File: config.mk
export PLATFORM = sky130hd
export DESIGN_NAME = codec_cfg_seq
export DESIGN_NICKNAME = d
export VERILOG_FILES = /design/src/rtl/codec_cfg_seq.sv
export SDC_FILE = /design/constraint.sdc
export NUM_CORES = 1
export LEC_CHECK = 0
export ABC_AREA = 1
export BUFFER_PORTS_ARGS = -buffer_cell sky130_fd_sc_hd__buf_2
export CAP_MARGIN = 20
export CORE_MARGIN = 2
export CORE_UTILIZATION = 50
export DETAILED_ROUTE_END_ITERATION = 10
export PLACE_DENSITY = 0.71
export SYNTH_ARGS = -nofsm -noshare
export SYNTH_HDL_FRONTEND = slang
export SYNTH_SLANG_ARGS = --single-unit
File: constraint.sdc
create_clock -name CLOCK -period 6.8 [get_ports CLOCK]
set_clock_uncertainty 0.05 [all_clocks]
set_input_delay 1.02 -clock CLOCK [delete_from_list [all_inputs] [get_ports CLOCK]]
set_output_delay 1.02 -clock CLOCK [all_outputs]
set_load 0.02 [all_outputs]
File: src/rtl/codec_cfg_seq.sv
// rtl/codec_cfg_seq.sv - WM8731 configuration sequencer over a shared I2C engine
module codec_cfg_seq #(
  parameter logic [7:0] DEV_ADDR  = 8'h34,
  parameter int         GAP_CYC   = 16,
  parameter int         MAX_RETRY = 3,
  parameter logic [6:0] VOL_INIT  = 7'h79,
  parameter logic [6:0] VOL_MIN   = 7'h30,
  parameter logic [6:0] VOL_MAX   = 7'h7F,
  parameter int         TIMEOUT   = 1024
) (
  input  logic        CLOCK,
  input  logic        RESET,
  input  logic        END,
  input  logic        ACK,
  input  logic        VOL_UP,
  input  logic        VOL_DN,
  input  logic        REINIT,
  output logic [23:0] I2C_DATA,
  output logic        GO,
  output logic        CFG_DONE,
  output logic        BUSY,
  output logic        ERR,
  output logic [6:0]  VOL
);

  localparam int CNT_TOP = (GAP_CYC > TIMEOUT) ? GAP_CYC : TIMEOUT;
  localparam int CW      = $clog2(CNT_TOP + 1);
  localparam int RW      = (MAX_RETRY < 2) ? 1 : $clog2(MAX_RETRY + 1);
  localparam logic [3:0] LAST_IDX = 4'd10;
  localparam logic [3:0] VOL_L_IDX = 4'd3;
  localparam logic [3:0] VOL_R_IDX = 4'd4;

  typedef enum logic [2:0] {
    S_IDLE, S_GAP, S_ISSUE, S_WAIT_LO, S_WAIT_HI, S_CHECK
  } state_e;

  state_e        state_q, state_d;
  logic [CW-1:0] cnt_q, cnt_d;
  logic [3:0]    idx_q, idx_d;
  logic [RW-1:0] retry_q, retry_d;
  logic          vmode_q, vmode_d;
  logic          go_q, go_d;
  logic [23:0]   data_q, data_d;
  logic          cfg_done_q, cfg_done_d;
  logic          err_q, err_d;
  logic          nack_q, nack_d;
  logic [6:0]    vol_q, vol_d;
  logic          reinit_pend_q, reinit_pend_d;
  logic          vol_pend_q, vol_pend_d;
  logic          vol_chg;

  // {reg[6:0], data[8:0]} for each init table entry; volume entries use the live level
  function automatic logic [15:0] tbl_entry(input logic [3:0] i, input logic [6:0] v);
    logic [15:0] e;
    case (i)
      4'd0:    e = {7'd15, 9'h000};
      4'd1:    e = {7'd0,  9'h017};
      4'd2:    e = {7'd1,  9'h017};
      4'd3:    e = {7'd2,  2'b00, v};
      4'd4:    e = {7'd3,  2'b00, v};
      4'd5:    e = {7'd4,  9'h012};
      4'd6:    e = {7'd5,  9'h000};
      4'd7:    e = {7'd6,  9'h000};
      4'd8:    e = {7'd7,  9'h042};
      4'd9:    e = {7'd8,  9'h000};
      default: e = {7'd9,  9'h001};
    endcase
    return e;
  endfunction

  // Next-state, request bookkeeping and output register values
  always_comb begin
    state_d       = state_q;
    cnt_d         = cnt_q;
    idx_d         = idx_q;
    retry_d       = retry_q;
    vmode_d       = vmode_q;
    go_d          = go_q;
    data_d        = data_q;
    cfg_done_d    = cfg_done_q;
    err_d         = err_q;
    nack_d        = nack_q;
    vol_d         = vol_q;
    vol_chg       = 1'b0;
    reinit_pend_d = reinit_pend_q | REINIT;
    vol_pend_d    = vol_pend_q;

    if (VOL_UP && !VOL_DN && (vol_q < VOL_MAX)) begin
      vol_d   = vol_q + 7'd1;
      vol_chg = 1'b1;
    end else if (VOL_DN && !VOL_UP && (vol_q > VOL_MIN)) begin
      vol_d   = vol_q - 7'd1;
      vol_chg = 1'b1;
    end

    case (state_q)
      S_IDLE: begin
        go_d = 1'b0;
        if (reinit_pend_q) begin
          reinit_pend_d = REINIT;
          cfg_done_d    = 1'b0;
          vmode_d       = 1'b0;
          idx_d         = 4'd0;
          retry_d       = '0;
          cnt_d         = '0;
          state_d       = S_GAP;
        end else if (vol_pend_q) begin
          vmode_d = 1'b1;
          idx_d   = VOL_L_IDX;
          retry_d = '0;
          cnt_d   = '0;
          state_d = S_GAP;
        end
      end
      S_GAP: begin
        if (cnt_q == CW'(GAP_CYC - 1)) begin
          cnt_d   = '0;
          state_d = S_ISSUE;
        end else begin
          cnt_d = cnt_q + 1'b1;
        end
      end
      S_ISSUE: begin
        data_d  = {DEV_ADDR, tbl_entry(idx_q, vol_q)};
        go_d    = 1'b1;
        cnt_d   = '0;
        nack_d  = 1'b0;
        state_d = S_WAIT_LO;
        // Volume requests that landed before this point are carried by this pass
        if (vmode_q && (idx_q == VOL_L_IDX)) vol_pend_d = 1'b0;
      end
      S_WAIT_LO: begin
        if (!END) begin
          cnt_d   = '0;
          state_d = S_WAIT_HI;
        end else if (cnt_q == CW'(TIMEOUT - 1)) begin
          nack_d  = 1'b1;
          go_d    = 1'b0;
          state_d = S_CHECK;
        end else begin
          cnt_d = cnt_q + 1'b1;
        end
      end
      S_WAIT_HI: begin
        if (END) begin
          nack_d  = ACK;
          go_d    = 1'b0;
          state_d = S_CHECK;
        end else if (cnt_q == CW'(TIMEOUT - 1)) begin
          nack_d  = 1'b1;
          go_d    = 1'b0;
          state_d = S_CHECK;
        end else begin
          cnt_d = cnt_q + 1'b1;
        end
      end
      S_CHECK: begin
        cnt_d = '0;
        if (nack_q && (retry_q < RW'(MAX_RETRY))) begin
          retry_d = retry_q + 1'b1;
          state_d = S_GAP;
        end else begin
          if (nack_q) err_d = 1'b1;
          retry_d = '0;
          if (reinit_pend_q || REINIT) begin
            state_d = S_IDLE;
          end else if (!vmode_q) begin
            if (idx_q == LAST_IDX) begin
              cfg_done_d = 1'b1;
              state_d    = S_IDLE;
            end else begin
              idx_d   = idx_q + 4'd1;
              state_d = S_GAP;
            end
          end else if (idx_q == VOL_L_IDX) begin
            idx_d   = VOL_R_IDX;
            state_d = S_GAP;
          end else begin
            state_d = S_IDLE;
          end
        end
      end
      default: begin
        go_d    = 1'b0;
        state_d = S_IDLE;
      end
    endcase

    if (vol_chg) vol_pend_d = 1'b1;
  end

  // State and datapath registers; reset drops GO immediately and restarts the table
  always_ff @(posedge CLOCK or negedge RESET) begin
    if (!RESET) begin
      state_q       <= S_GAP;
      cnt_q         <= '0;
      idx_q         <= 4'd0;
      retry_q       <= '0;
      vmode_q       <= 1'b0;
      go_q          <= 1'b0;
      data_q        <= 24'h0;
      cfg_done_q    <= 1'b0;
      err_q         <= 1'b0;
      nack_q        <= 1'b0;
      vol_q         <= VOL_INIT;
      reinit_pend_q <= 1'b0;
      vol_pend_q    <= 1'b0;
    end else begin
      state_q       <= state_d;
      cnt_q         <= cnt_d;
      idx_q         <= idx_d;
      retry_q       <= retry_d;
      vmode_q       <= vmode_d;
      go_q          <= go_d;
      data_q        <= data_d;
      cfg_done_q    <= cfg_done_d;
      err_q         <= err_d;
      nack_q        <= nack_d;
      vol_q         <= vol_d;
      reinit_pend_q <= reinit_pend_d;
      vol_pend_q    <= vol_pend_d;
    end
  end

  assign I2C_DATA = data_q;
  assign GO       = go_q;
  assign CFG_DONE = cfg_done_q;
  assign ERR      = err_q;
  assign VOL      = vol_q;
  assign BUSY     = (state_q != S_IDLE);

endmodule
==> impl_metrics.env <==
export IMPL_clk_pin_slew_worst_paths_ps=90
export IMPL_synth_edff_count=0
export IMPL_hold_end="ERR"
export IMPL_fp_dieH_um=81.5
export IMPL_hold_violations=0
export IMPL_finalSetupTns_ps=0
export IMPL_tritoncts="yes"
export IMPL_switching_share=0.467
export IMPL_post_route_period_util=0.373
export IMPL_cts_buffer_depth=2
export IMPL_vias=2562
export IMPL_fin_hold_ws_ps=420
export IMPL_hold_depth=1
export IMPL_num_rows=28
export IMPL_numCtsBuffers=5
export IMPL_crit_type="in2reg"
export IMPL_fin_util=0.567
export IMPL_synthTopCellsByCount="nand2_1, inv_1, dfrtp_1"
export IMPL_clock_latency_ps=310
export IMPL_hold_class="reg2reg"
export IMPL_pwr_share_seq=0.337
export IMPL_wirelength_mm=6.21
export IMPL_place_congestion=0.871
export IMPL_core_area_um2=5850
export IMPL_synth_area_leaders="dfrtp_1, nand2_1, nand3_1, dfstp_2, inv_1"
export IMPL_outcome="finished clean"
export IMPL_initial_core_util=0.514
export IMPL_drive_above_1_share=0.204
export IMPL_r2r_end="VOL[6]"
export IMPL_setup_viol=0
export IMPL_r2r_start="VOL[0]"
export IMPL_avgViaCountPerCell=5.21
export IMPL_critical_path_arrival_ps=2750
export IMPL_ys_types=41
export IMPL_layout_cells_non_filler=492
export IMPL_synth_cell_area_um2=3010
export IMPL_p_per_area_nw_per_um2=400
export IMPL_drtIter0Drc=128
export IMPL_ys_seq_area_frac=0.385
export IMPL_startpoint_type="primary input"
export IMPL_drv_cap=0
export IMPL_grt_pass1_wl_mm=10.6
export IMPL_p_int_mw=0.706
export IMPL_cts_hold_buf=0
export IMPL_ir_drop_mv=0.161
export IMPL_top_layer="met4"
export IMPL_ys_ff_latch=46
export IMPL_hpwl_mm=4.72
export IMPL_cts_sinks=46
export IMPL_portBuffers=31
export IMPL_synth_top_area_frac=0.333
export IMPL_final_max_slew_violation_count=0
export IMPL_pwr_share_clk=0.155
export IMPL_avgSynthCellArea_um2=7.85
export IMPL_ys_flop_type="dfrtp_1"
export IMPL_max_freq_mhz=394
export IMPL_io_pin_count=42
export IMPL_gr_usage_all_layers=0.204
export IMPL_root_buffer="clkbuf_8"
export IMPL_critPathMaxFanout=9
export IMPL_grt_max_degree=47
export IMPL_overflow=0
export IMPL_critPathCaptureType="flip-flop"
export IMPL_worstPathRequired_ps=7010
export IMPL_reg2regPathDepth=11
export IMPL_wl_met1_mm=2.81
export IMPL_dp_cells=483
export IMPL_routedWlPerCell_um=12.6
export IMPL_synth_warnings=0
export IMPL_firstDrtPassIters=4
export IMPL_diodes=0
export IMPL_dr_wl_met2_mm=3.11
export IMPL_synth_cells=383
export IMPL_yosysMostFrequentCell="nand2_1"
export IMPL_fp_dieW_um=81.5
export IMPL_synthArstFlopShare=1.00
export IMPL_combinationalPowerShare=0.508
export IMPL_grt_pass1_vias=2394
export IMPL_route_detailed_drc=0
export IMPL_rrSetupSlack_ps=4300
export IMPL_htree_levels=2
export IMPL_met3_length_um=216
export IMPL_post_cts_setup_buffer_count=0
export IMPL_syn_to_final_growth_pct=10.3
export IMPL_synth_top_area_cell="dfrtp_1"
export IMPL_postPlaceCellArea_um2=3180
export IMPL_hold_path_startpoint="ERR"
export IMPL_final_nets=435
export IMPL_drtAntennaViolNets=0
export IMPL_antenna_found_initial=0
export IMPL_cts_resized=0
export IMPL_finalInstanceArea_um2=3320
export IMPL_leakage_nw=1.71
export IMPL_fin_crit_ps=2540
export IMPL_p_switching_mw=0.619
export IMPL_rsz0062_at_grt="false"
export IMPL_die_area_um2=6650
through the flow:
stage	total power, mW	setup slack (ps)
3_3_place_gp	1.10	4060
5_1_grt	1.44	4000
2_1_floorplan	0.954	4290
4_1_cts	1.33	4260
6_report	1.32	4260
3_5_place_dp	1.12	3940
per-layer routing:
layer,vias to the layer above,GRT usage
met3,7,0.0363
li1,1296,-
met4,0,0.0661
met2,43,0.354
met5,-,0
met1,1216,0.256
sequential cells by signal, summed over array words and instances, names as in the netlist:
name	cells
VOL	7
state_q	3
reinit_pend_q	1
ERR	1
retry_q	2
vol_pend_q	1
I2C_DATA	12
idx_q	4
nack_q	1
CFG_DONE	1
vmode_q	1
GO	1
cnt_q	11
kinds of logic (layout without fill, tap and decap cells):
kind of cell | after synthesis | in the layout | synth area share
XOR/XNOR | 13 | 13 | 0.0379
AO/OA/AOI/OAI | 68 | 68 | 0.141
flip-flops | 46 | 46 | 0.385
adder cells (fa/ha/maj) | 12 | 12 | 0.0524
buffers and inverters | 65 | 90 | 0.0990
AND/OR/NAND/NOR | 178 | 178 | 0.283
other | 1 | 10 | 0.00125
cells in the final DEF (no fill, tap or decap), drive strengths merged, types with 4 or more instances in the layout:
master	synthesis	final
a21oi	13	13
a31oi	4	4
buf	15	32
clkbuf	0	5
conb	1	10
dfrtp	40	40
dfstp	6	6
ha	11	11
inv	50	50
nand2	99	99
nand3	38	38
nor2	29	29
nor3	5	5
o21ai	37	37
xor2	10	10
worst max path at each step:
stage | from | to | slack (ps)
CTS | VOL_DN | VOL[6] | 4260
global placement | VOL_DN | VOL[6] | 4060
floorplan | VOL_DN | VOL[6] | 4290
global route | VOL[0] | VOL[6] | 4000
detailed placement | VOL_DN | VOL[6] | 3940
finish | VOL_DN | VOL[6] | 4260
critical path, stage by stage:
cell	delay, ps
buf_2	100
inv_1	60
nand3_1	310
ha_1	490
a21oi_1	110
or2_2	280
nand3_1	100
nand2_1	80
o21ai_0	70
nand2_1	70
nand2_1	60
power groups by stage:
stage | registers (mW) | logic [mW] | clock network [mW]
2_1_floorplan | 0.491 | 0.463 | 0
3_3_place_gp | 0.449 | 0.656 | 0
3_5_place_dp | 0.451 | 0.668 | 0
4_1_cts | 0.446 | 0.672 | 0.213
5_1_grt | 0.459 | 0.756 | 0.224
6_report | 0.446 | 0.673 | 0.205
cell type report:
type | instances | area [µm²]
Tap cell | 75 | 93.8
Fill cell | 560 | 2530
Clock buffer | 5 | 68.8
Sequential cell | 46 | 1160
Inverter | 50 | 190
Timing Repair Buffer | 32 | 175
Clock inverter | 3 | 45.0
Multi-Input combinational cell | 281 | 1580
(Power assumes the default switching activity.)
